**src/rtl/shift_register_sequencer_pkg.sv**
```systemverilog
// Shared types and helpers for the shift-register load/readback sequencer.
package shift_register_sequencer_pkg;

    typedef enum logic [1:0] {
        S_IDLE,
        S_SHIFT,
        S_CHECK,
        S_GAP
    } state_t;

    function automatic int cnt_width(input int width);
        return $clog2(width + 1);
    endfunction

endpackage

```
**src/rtl/sequencer_down_counter.sv**
```systemverilog
// Loadable down-counter with enable; saturates at zero and flags it.
module sequencer_down_counter #(
    parameter int W = 3
) (
    input  logic         clk,
    input  logic         rst,
    input  logic         load,
    input  logic [W-1:0] load_val,
    input  logic         en,
    output logic [W-1:0] cnt,
    output logic         zero
);

    logic [W-1:0] cnt_q, cnt_d;

    always_comb begin
        cnt_d = cnt_q;
        if (load) begin
            cnt_d = load_val;
        end else if (en && (cnt_q != '0)) begin
            cnt_d = cnt_q - 1'b1;
        end
    end

    always_ff @(posedge clk) begin
        if (rst) begin
            cnt_q <= '0;
        end else begin
            cnt_q <= cnt_d;
        end
    end

    assign cnt  = cnt_q;
    assign zero = (cnt_q == '0);

endmodule

```
**src/rtl/shift_register_sequencer.sv**
```systemverilog
// Serialises a parallel word MSB-first into an external shift chain, then
// reads the chain taps back and reports completion and readback mismatch.
module shift_register_sequencer
    import shift_register_sequencer_pkg::*;
#(
    parameter int WIDTH = 4,
    parameter int GAP   = 1
) (
    input  logic             clk,
    input  logic             rst,
    input  logic             in_valid,
    output logic             in_ready,
    input  logic [WIDTH-1:0] in_data,
    input  logic             hold,
    output logic             sr_shift,
    output logic             sr_din,
    input  logic [WIDTH-1:0] sr_q,
    output logic             busy,
    output logic             done,
    output logic             mismatch,
    output logic [WIDTH-1:0] word_out
);

    localparam int CW = cnt_width(WIDTH);
    localparam int GW = (GAP > 0) ? cnt_width(GAP) : 1;

    state_t           state_q, state_d;
    logic [WIDTH-1:0] shadow_q, shadow_d;
    logic [WIDTH-1:0] word_out_q, word_out_d;
    logic             mismatch_q, mismatch_d;

    logic [CW-1:0] bit_cnt;
    logic          bit_zero;
    logic [GW-1:0] gap_cnt;
    logic          gap_zero;
    logic          accept;
    logic          shift_en;
    logic          din_bit;

    // in_ready depends only on registered state and rst, never on in_valid/hold.
    assign in_ready = (state_q == S_IDLE) && !rst;
    assign accept   = in_valid && in_ready;
    assign shift_en = (state_q == S_SHIFT) && !hold;

    sequencer_down_counter #(.W(CW)) u_bit_cnt (
        .clk      (clk),
        .rst      (rst),
        .load     (accept),
        .load_val (CW'(WIDTH)),
        .en       (shift_en),
        .cnt      (bit_cnt),
        .zero     (bit_zero)
    );

    sequencer_down_counter #(.W(GW)) u_gap_cnt (
        .clk      (clk),
        .rst      (rst),
        .load     (state_q == S_CHECK),
        .load_val (GW'(GAP)),
        .en       (state_q == S_GAP),
        .cnt      (gap_cnt),
        .zero     (gap_zero)
    );

    // Bit cnt-1 of the shadow word goes out next, so the MSB leaves first.
    always_comb begin
        din_bit = 1'b0;
        for (int i = 0; i < WIDTH; i++) begin
            if (bit_cnt == CW'(i + 1)) begin
                din_bit = shadow_q[i];
            end
        end
    end

    always_comb begin
        state_d    = state_q;
        shadow_d   = shadow_q;
        word_out_d = word_out_q;
        mismatch_d = mismatch_q;
        unique case (state_q)
            S_IDLE: begin
                if (accept) begin
                    shadow_d   = in_data;
                    mismatch_d = 1'b0;
                    state_d    = S_SHIFT;
                end
            end
            S_SHIFT: begin
                if (shift_en && (bit_cnt == CW'(1))) begin
                    state_d = S_CHECK;
                end else if (bit_zero) begin
                    state_d = S_CHECK;
                end
            end
            S_CHECK: begin
                word_out_d = sr_q;
                mismatch_d = (sr_q != shadow_q);
                state_d    = (GAP > 0) ? S_GAP : S_IDLE;
            end
            S_GAP: begin
                if (gap_zero || (gap_cnt == GW'(1))) begin
                    state_d = S_IDLE;
                end
            end
            default: state_d = S_IDLE;
        endcase
    end

    always_ff @(posedge clk) begin
        if (rst) begin
            state_q    <= S_IDLE;
            shadow_q   <= '0;
            word_out_q <= '0;
            mismatch_q <= 1'b0;
        end else begin
            state_q    <= state_d;
            shadow_q   <= shadow_d;
            word_out_q <= word_out_d;
            mismatch_q <= mismatch_d;
        end
    end

    assign sr_shift = shift_en;
    assign sr_din   = shift_en && din_bit;
    assign busy     = (state_q != S_IDLE);
    assign done     = (state_q == S_CHECK);
    assign mismatch = mismatch_q;
    assign word_out = word_out_q;

endmodule
```
**config.mk**
```make
export PLATFORM = sky130hd
export DESIGN_NAME = shift_register_sequencer
export DESIGN_NICKNAME = d
export VERILOG_FILES = /design/src/rtl/shift_register_sequencer_pkg.sv /design/src/rtl/sequencer_down_counter.sv /design/src/rtl/shift_register_sequencer.sv
export SDC_FILE = /design/constraint.sdc
export NUM_CORES = 1
export LEC_CHECK = 0
export BUFFER_PORTS_ARGS = -buffer_cell sky130_fd_sc_hd__buf_2
export CAP_MARGIN = 20
export CORE_MARGIN = 1
export CORE_UTILIZATION = 50
export DETAILED_ROUTE_END_ITERATION = 10
export GPL_TIMING_DRIVEN = 1
export PLACE_DENSITY = 0.76
export SLEW_MARGIN = 30
export SYNTH_ARGS = -nofsm -noshare
export SYNTH_HDL_FRONTEND = slang
export SYNTH_SLANG_ARGS = --single-unit
export TNS_END_PERCENT = 5
```
**constraint.sdc**
```tcl
create_clock -name clk -period 1.9 [get_ports clk]
set_input_delay 0.38 -clock clk [delete_from_list [all_inputs] [get_ports clk]]
set_output_delay 0.38 -clock clk [all_outputs]
set_load 0.01 [all_outputs]
```
# Yosys cells after proc, flatten, opt, wreduce, memory -nomap -nowiden
# Index checks and enable logic that the tools add are counted.
dict set report totals {
  regBits 14
  inputBits 12
  wordCells 47
}
dict set report classes {
  n_addsub 1
  n_eq_ne 10
  n_mux 12
  reduce_logical 18
}
# cell count
set op_table {}
lappend op_table {{2-bit case mux with 4 select lines} 1}
lappend op_table {{3-bit by 2-bit equality test with 1-bit output (second input constant)} 2}
lappend op_table {{1-bit logical AND} 6}
lappend op_table {{2-bit two-way mux} 3}
lappend op_table {{3-bit two-way mux} 2}
lappend op_table {{2-bit AND reduction} 3}
lappend op_table {{2-bit nonzero test} 3}
lappend op_table {{1-bit two-way mux} 5}
lappend op_table {{2-bit equality test (second input constant)} 2}
lappend op_table {{4-bit inequality test} 1}
lappend op_table {{3-bit by 1-bit equality test with 1-bit output (second input constant)} 1}
lappend op_table {{3-bit equality test (second input constant)} 1}
lappend op_table {{3-bit zero test} 1}
lappend op_table {{3-bit by 2-bit inequality test with 1-bit output (second input constant)} 1}
lappend op_table {{3-bit nonzero test} 1}
lappend op_table {{3-bit by 1-bit subtractor with 3-bit output (second input constant)} 1}
lappend op_table {{2-bit by 1-bit equality test with 1-bit output (second input constant)} 1}
lappend op_table {{1-bit zero test} 2}
lappend op_table {{2-bit zero test} 1}
lappend op_table {{2-bit inequality test (second input constant)} 1}
lappend op_table {{1-bit case mux with 2 select lines} 1}
lappend op_table {{2-bit OR reduction} 1}

# Depth between registers and ports, before layout
# Gate-level depths: netlist of run 1.
dict set report logic_depth {
  depth_word 6
  ltp_mapped 6
  depth_no_buf 6
}

# Hierarchy
# Synthesis of run 1 repeated with hierarchy kept, for this count alone.
dict set report hier_totals {
  hier_cells 101
  hier_area_um2 885.8
}
# mod n_inst cells_each area_per_inst_um2
set by_module_without_submodules {}
lappend by_module_without_submodules {shift_register_sequencer 1 76 655.6}
lappend by_module_without_submodules {{sequencer_down_counter (u_bit_cnt)} 1 21 182.7}
lappend by_module_without_submodules {{sequencer_down_counter (u_gap_cnt)} 1 4 47.5}

# Least setup slack after synthesis of run 1
# No wires, ideal clock.
dict set report synth_path {
  path_type {register to output}
  start {register u_bit_cnt.cnt_q[0] (netlist: u_bit_cnt.cnt[0])}
  end {output sr_din}
  arrival_ns 1.068
  t_required_ns 1.520
  slack_ns 0.452
  stages_incl_launch_ff 7
  cell_sequence {dfxtp_1 -> inv_1 -> ha_1 -> a21oi_1 -> o21ai_0 -> a32oi_1 -> nor2_1}
}
dict set report synth_between {
  elab_chain_len 6
}
# element line
set synth_lines {}
lappend synth_lines {{start, declared} sequencer_down_counter.sv:14} ;# logic [W-1:0] cnt_q, cnt_d;
lappend synth_lines {{start signal, assigned} sequencer_down_counter.sv:29} ;# cnt_q <= cnt_d;
lappend synth_lines {{3-bit by 1-bit equality test with 1-bit output} shift_register_sequencer.sv:69} ;# if (bit_cnt == CW'(i + 1)) begin
lappend synth_lines {{1-bit two-way mux (3 in a row)} shift_register_sequencer.sv:69}
lappend synth_lines {{1-bit two-way mux (*)} shift_register_sequencer.sv:69}
lappend synth_lines {{1-bit logical AND (*)} shift_register_sequencer.sv:124} ;# assign sr_din = shift_en && din_bit;
lappend synth_lines {{end, declared} shift_register_sequencer.sv:16} ;# output logic sr_din,
# Mark *: on every way between the ends. The rest lies on a longest branch, timed or not.

# Worst setup path after layout of run 1
# Ends and elaborated chain as after synthesis.

==> results.txt, run 1 <==
----------------------------------------------------
[Run status]
  Outcome ... finished clean

[Placed design]
  Number of I/O port buffers ... 21
  Worst setup slack after placement ... 0.271 ns
  Global placer's final weighted congestion ... 0.767
  HPWL after DPL ... 1.15 mm
  Post-Place Cell Area ... 917 um2

[Finish]
  Post-layout instance area ... 967 um2
  Leading cell type in the layout, fill and taps excluded ... sky130_fd_sc_hd__buf_2
  Diodes inserted ... 0
  Area added between synthesis and finish ... 20.4%
  Commonest non-fill, non-tap cells in the layout ... sky130_fd_sc_hd__buf_2, sky130_fd_sc_hd__dfxtp_1, sky130_fd_sc_hd__nand2_1
  Filler cells ... 124
  Final Util ... 64.2%
  Proportion of layout cells with a drive suffix above 1 ... 33.9%
  Final nets ... 134

[Critical path]
  Number of buffer and inverter instances along the worst setup path ... 2
  Critical path origin ... u_bit_cnt.cnt[0]
  Largest driver fanout on the critical path ... 4
  R2R Path Start ... u_bit_cnt.cnt[1]
  Type of the worst setup path ... flip-flop to primary output
  Critical path arrival ... 1.41 ns
  Crit path required time ... 1.52 ns
  Kind of capture point of the worst setup path ... primary output
  Slowest cell delay on critical path ... 0.38 ns
  Cell at the slowest stage of the critical path ... sky130_fd_sc_hd__dfxtp_4
  Chain of cells forming the critical path ... inv_2 > ha_2 > a21oi_2 > o21ai_1 > a32oi_1 > nor2_1 > buf_2
  Worst setup SP type ... flip-flop
  Gate family responsible for the most delay along the worst path ... flip-flops

[GRT]
  Maximum number of pins on one net before global-route repair ... 17
  Total global-route track usage ... 19.0%
  Wire length of the first global-routing pass ... 2.54 mm
  Antenna violations before repair ... 0
  Number of global-route vias before repair ... 608
  GRT overflow ... 0

[Synthesis]
  Post-Synthesis Mean Instance Area ... 8.93 um2
  Share of synthesized area spent on multiplexers ... 6.23%
  Top post-synthesis cells by area ... sky130_fd_sc_hd__dfxtp_1, sky130_fd_sc_hd__ha_1, sky130_fd_sc_hd__mux2i_1
  Warnings, synthesis ... 0
  Cell taking the most area after synthesis ... sky130_fd_sc_hd__dfxtp_1
  Sequential share of the synthesized area ... 34.9%
  Post-synthesis cell count ... 90
  Net count of the mapped netlist ... 111
  Area of the mapped netlist ... 803 um2
  Post-synthesis cell type count ... 28
  Main combinational cell family by area after synthesis ... compound AO/OA/AOI/OAI gates
  Number of synthesized register bits ... 14
  Area share of xor/xnor cells in the synthesized design ... 5.45%
  Adder-Cell Fraction of Synth Area ... 14.0%
  Area fraction of the dominant cell type after synthesis ... 34.9%
  Simple-gate share of the synthesized area ... 16.4%
  Complex-gate fraction of the synthesized area ... 17.0%

[STA]
  Maximum clock frequency ... 557 MHz
  Aggregate negative setup slack ... 0 ns
  Worst slew margin relative to its limit ... 76.0%
  Pins Over Slew Limit ... 0
  Setup WS post-layout ... 0.106 ns
  Worst clock skew on the final layout ... 0.00635 ns
  Final setup violation count ... 0
  Hold violation total from the final report ... 0
  Period utilization ... 94.4%
  Shortest clock period the worst path allows after layout ... 1.79 ns
  Slew at the pin closest to its max-slew limit ... 0.360 ns

[Clocking]
  Number of clock sinks ... 14
  Maximum clock path buffer count ... 2
  Total clock buffers created by CTS ... 3
  Number of levels the H-tree was split into ... 1
  Post CTS Setup Buffer Count ... 0
  Total of hold buffers inserted after clock tree synthesis ... 0
  Clock-pin slew on the worst setup and hold paths ... 0.10 ns
  Clock tree from TritonCTS ... built
  CTS Root Cell ... sky130_fd_sc_hd__clkbuf_4
  Clock network latency to the later pin of the worst-skew pair ... 0.29 ns

[Floorplan]
  Area of the core region ... 1510 um2
  Area of the die ... 1770 um2
  Number of top-level pins ... 22
  Starting Density ... 53.3%
  Die height ... 42.1 um
  Die width ... 42.1 um
  Placement Rows ... 14

[Route]
  Remaining design rule violation count ... 0
  Detail-routed via count per cell ... 5.26
  Starting DRC count in detailed routing ... 10
  Number of iterations in the first detailed-routing pass ... 4
  Final ANT Viol Nets ... 0
  Aggregate routed wire length ... 1.46 mm
  Per-cell routed wire length ... 11.4 um
  Via count ... 673

[Hold path]
  Class of the most critical hold timing path ... input pin to flip-flop
  Worst hold path startpoint ... in_data[0]

[Power]
  Leak pwr ... 0.428 nW
  Total power ... 1.08 mW
  Clock network fraction of design power ... 20.9%
  Combinational group share of total power ... 41.0%
  Max rail drop VDD ... 0.614 mV
  Switching portion of total power ... 38.3%
  Sequential group share of total power ... 38.1%
  Sw power ... 412 uW
  Total power divided by cell area ... 1110 nW/um2
  Cell internal pwr ... 664 uW

[Job]
  Count of max-cap constraint violations ... 0

----------------------------------------------------
==> layout make-up <==
type | count | area [um2] | share of cell area [%]
well taps | 16 | 20.0 | 2.07
flip-flops and latches | 14 | 285 | 29.5
clock buffers | 4 | 36.3 | 3.75
inverters | 10 | 37.5 | 3.88
repair buffers | 21 | 105 | 10.9
multi-input cells | 63 | 483 | 49.9
==> cell usage after synthesis (all sizes together) <==
cell type	number
a2111oi	1
a211oi	1
a21o	1
a21oi	7
a31oi	1
a32oi	1
and2	1
and2b	1
clkbuf	3
dfxtp	14
ha	9
inv	10
mux2i	5
nand2	11
nand2b	2
nand3	1
nand3b	1
nor2	8
nor3	2
nor4	1
o21ai	2
o311ai	1
o32ai	1
xnor2	1
xor2	4
==> logic make-up (layout without fill, tap and decap cells) <==
family          Yosys count  count (layout)
simple gates             28              28
compound gates           16              16
flops                    14              14
buf+inv                  13              35
fa+ha+maj                 9               9
xor+xnor                  5               5
mux                       5               5
==> state kept, by name, indices dropped and copies added, names as in the netlist <==
signal and count:
shadow_q 4, word_out 4, u_bit_cnt.cnt 3, state_q 2
mismatch 1
==> power groups by stage <==
| stage | sequential (mW) | clock (mW) | combinational, mW |
|---|---|---|---|
| 2_1_floorplan | 0.418 | 0 | 0.323 |
| 3_3_place_gp | 0.414 | 0 | 0.431 |
| 3_5_place_dp | 0.416 | 0 | 0.443 |
| 4_1_cts | 0.410 | 0.227 | 0.444 |
| 5_1_grt | 0.419 | 0.246 | 0.494 |
| 6_report | 0.410 | 0.225 | 0.441 |
==> routing by layer <==
layer  part of all wire [%]  track usage [%]  vias to the layer above
met5                      0                0                        -
met4                    2.0             9.38                        0
met3                    3.8             3.88                        4
met2                     47             30.0                       17
met1                     47             24.6                      305
li1                       -                -                      347
==> worst register-to-register path, stage by stage (launching register included) <==
cell                       delay (ns)
sky130_fd_sc_hd__dfxtp_2         0.36
sky130_fd_sc_hd__inv_1           0.08
sky130_fd_sc_hd__ha_1            0.26
sky130_fd_sc_hd__o311ai_4        0.37
sky130_fd_sc_hd__mux2i_1         0.22
sky130_fd_sc_hd__nor2_1          0.05
==> final timing paths <==
check                      to  cells past startpoint  slack, ns
setup / recovery       sr_din                      7       0.11
hold reg to reg      mismatch                      2       0.49
hold / removal    shadow_q[0]                      3       0.32
setup reg to reg   state_q[1]                      5       0.44
==> metrics by stage <==
step / cells / hold WS (ns)
after floorplan: 90 / 0.449
after global placement: 124 / 0.471
after detailed placement: 124 / 0.480
after CTS: 128 / 0.314
after global routing: 128 / 0.331
final: 128 / 0.316
==> what timing repair did <==
item / 4_1_cts / 5_1_grt
resized for setup: 1 / 7
pin swaps: 0 / 2
endpoints found under the setup margin: 1 / 1
(Power assumes the default switching activity.)
==> run 2: changes to the inputs <==
--- a/config.mk
+++ b/config.mk
@@ -7,7 +7,7 @@
 export LEC_CHECK = 0
 export BUFFER_PORTS_ARGS = -buffer_cell sky130_fd_sc_hd__buf_2
 export CAP_MARGIN = 20
-export CORE_MARGIN = 1
+export CORE_MARGIN = 2
 export CORE_UTILIZATION = 50
 export DETAILED_ROUTE_END_ITERATION = 10
 export GPL_TIMING_DRIVEN = 1
==> run 2 against run 1 <==
  * Wire length up 6.0%
  * Die area up 9.7%
  * Power down 4.8%
  * Critical endpoint unchanged
==> results.txt, run 2 (synthesis gave the netlist of run 1 again) <==
----------------------------------------------------
[GRT]
  Number of global-route vias before repair ... 604
  Antenna violations before repair ... 0
  GRT overflow ... 0
  Total global-route track usage ... 17.2%
  Wire length of the first global-routing pass ... 2.50 mm
  Maximum number of pins on one net before global-route repair ... 17

[STA]
  Period utilization ... 93.7%
  Slew at the pin closest to its max-slew limit ... 0.303 ns
  Hold violation total from the final report ... 0
  Maximum clock frequency ... 562 MHz
  Worst slew margin relative to its limit ... 79.8%
  Worst clock skew on the final layout ... 0.00686 ns
  Final setup violation count ... 0
  Pins Over Slew Limit ... 0
  Shortest clock period the worst path allows after layout ... 1.78 ns

[Clocking]
  CTS Root Cell ... sky130_fd_sc_hd__clkbuf_4
  Post CTS Setup Buffer Count ... 0
  Clock-pin slew on the worst setup and hold paths ... 0.07 ns
  Clock network latency to the later pin of the worst-skew pair ... 0.28 ns
  Clock tree from TritonCTS ... built
  Total of hold buffers inserted after clock tree synthesis ... 0
  Total clock buffers created by CTS ... 3
  Number of levels the H-tree was split into ... 1
  Maximum clock path buffer count ... 2
  Number of clock sinks ... 14

[Critical path]
  Largest driver fanout on the critical path ... 4
  Kind of capture point of the worst setup path ... primary output
  Crit path required time ... 1.52 ns
  Type of the worst setup path ... flip-flop to primary output
  Critical path arrival ... 1.40 ns
  Worst setup SP type ... flip-flop

[Route]
  Number of iterations in the first detailed-routing pass ... 4
  Remaining design rule violation count ... 0
  Per-cell routed wire length ... 12.1 um
  Detail-routed via count per cell ... 5.19
  Final ANT Viol Nets ... 0
  Starting DRC count in detailed routing ... 9
  Aggregate routed wire length ... 1.55 mm
  Via count ... 664

[Finish]
  Commonest non-fill, non-tap cells in the layout ... sky130_fd_sc_hd__buf_2, sky130_fd_sc_hd__dfxtp_1, sky130_fd_sc_hd__nand2_1
  Area added between synthesis and finish ... 19.3%
  Final nets ... 135
  Proportion of layout cells with a drive suffix above 1 ... 33.0%
  Leading cell type in the layout, fill and taps excluded ... sky130_fd_sc_hd__buf_2
  Diodes inserted ... 0
  Final Util ... 63.6%

[Run status]
  Outcome ... finished clean

[Power]
  Total power ... 1.02 mW
  Total power divided by cell area ... 1070 nW/um2
  Max rail drop VDD ... 0.635 mV
  Leak pwr ... 0.427 nW

[Job]
  Count of max-cap constraint violations ... 0

[Placed design]
  HPWL after DPL ... 1.20 mm
  Global placer's final weighted congestion ... 0.795
  Number of I/O port buffers ... 21

[Floorplan]
  Area of the core region ... 1510 um2
  Starting Density ... 53.3%
  Die height ... 44.1 um
  Area of the die ... 1940 um2
  Number of top-level pins ... 22
  Placement Rows ... 14
  Die width ... 44.1 um

[Hold path]
  Class of the most critical hold timing path ... input pin to flip-flop

----------------------------------------------------
==> run 2: changes by cell type in the layout (fill, tap and decap cells not counted), sizes merged <==
cell / change
clkbuf: -1
buf: +1
==> run 2: where the power goes <==
part	leakage [nW]	switching (mW)	internal, mW	total (mW)
clock	0.0138	0.0876	0.0734	0.161
combinational	0.297	0.260	0.192	0.452
sequential	0.116	0.0504	0.360	0.411
==> run 2: worst paths after layout <==
check                                       from               end  slack [ns]  cells after the start
worst min-delay path                  in_data[2]       shadow_q[2]        0.34                      3
worst max-delay path            u_bit_cnt.cnt[0]            sr_din        0.12                      7
worst min register to register       shadow_q[2]       shadow_q[2]        0.49                      2
worst max register to register        state_q[1]  u_bit_cnt.cnt[1]        0.45                      6
==> run 2: per-stage QoR <==
stage | setup TNS (ns) | setup slack (ns) | cells | area (um2) | hold WS (ns)
finish | 0 | 0.120 | 128 | 958 | 0.340
global route | -0.00100 | -0.00100 | 128 | 958 | 0.333
CTS | 0 | 0.0384 | 128 | 948 | 0.336
detailed placement | 0 | 0.277 | 125 | 925 | 0.476
global placement | 0 | 0.331 | 125 | 925 | 0.469
floorplan | 0 | 0.452 | 90 | 803 | 0.449
==> run 2: final cells by class <==
class	instances	area, um2
well taps	16	20.0
clock buffers	3	22.5
inverters	10	37.5
multi-input cells	63	480
fillers	146	548
repair buffers	22	113
flip-flops and latches	14	285
==> run 2: per-layer routing <==
layer / share of wire, % / wire, um / global-route usage [%] / vias to the layer above
li1: - / - / - / 344
met1: 46 / 709 / 20.4 / 296
met2: 49 / 762 / 31.8 / 24
met3: 5.0 / 77 / 3.67 / 0
met4: 0 / 0 / 3.64 / 0
met5: 0 / 0 / 0 / -
==> run 2: timing repair <==
action | 4_1_cts | 5_1_grt
resized for setup | 1 | 5
pin swaps | 0 | 2
endpoints found under the hold margin | 0 | 0
endpoints found under the setup margin | 1 | 1
==> run 2: critical path, stage by stage, from the launching register on <==
cell and delay, ns:
sky130_fd_sc_hd__dfxtp_4 0.37, sky130_fd_sc_hd__inv_2 0.05, sky130_fd_sc_hd__ha_2 0.18, sky130_fd_sc_hd__a21oi_2 0.10, sky130_fd_sc_hd__o21ai_0 0.08, sky130_fd_sc_hd__a32oi_1 0.17
sky130_fd_sc_hd__nor2_1 0.05, sky130_fd_sc_hd__buf_2 0.13
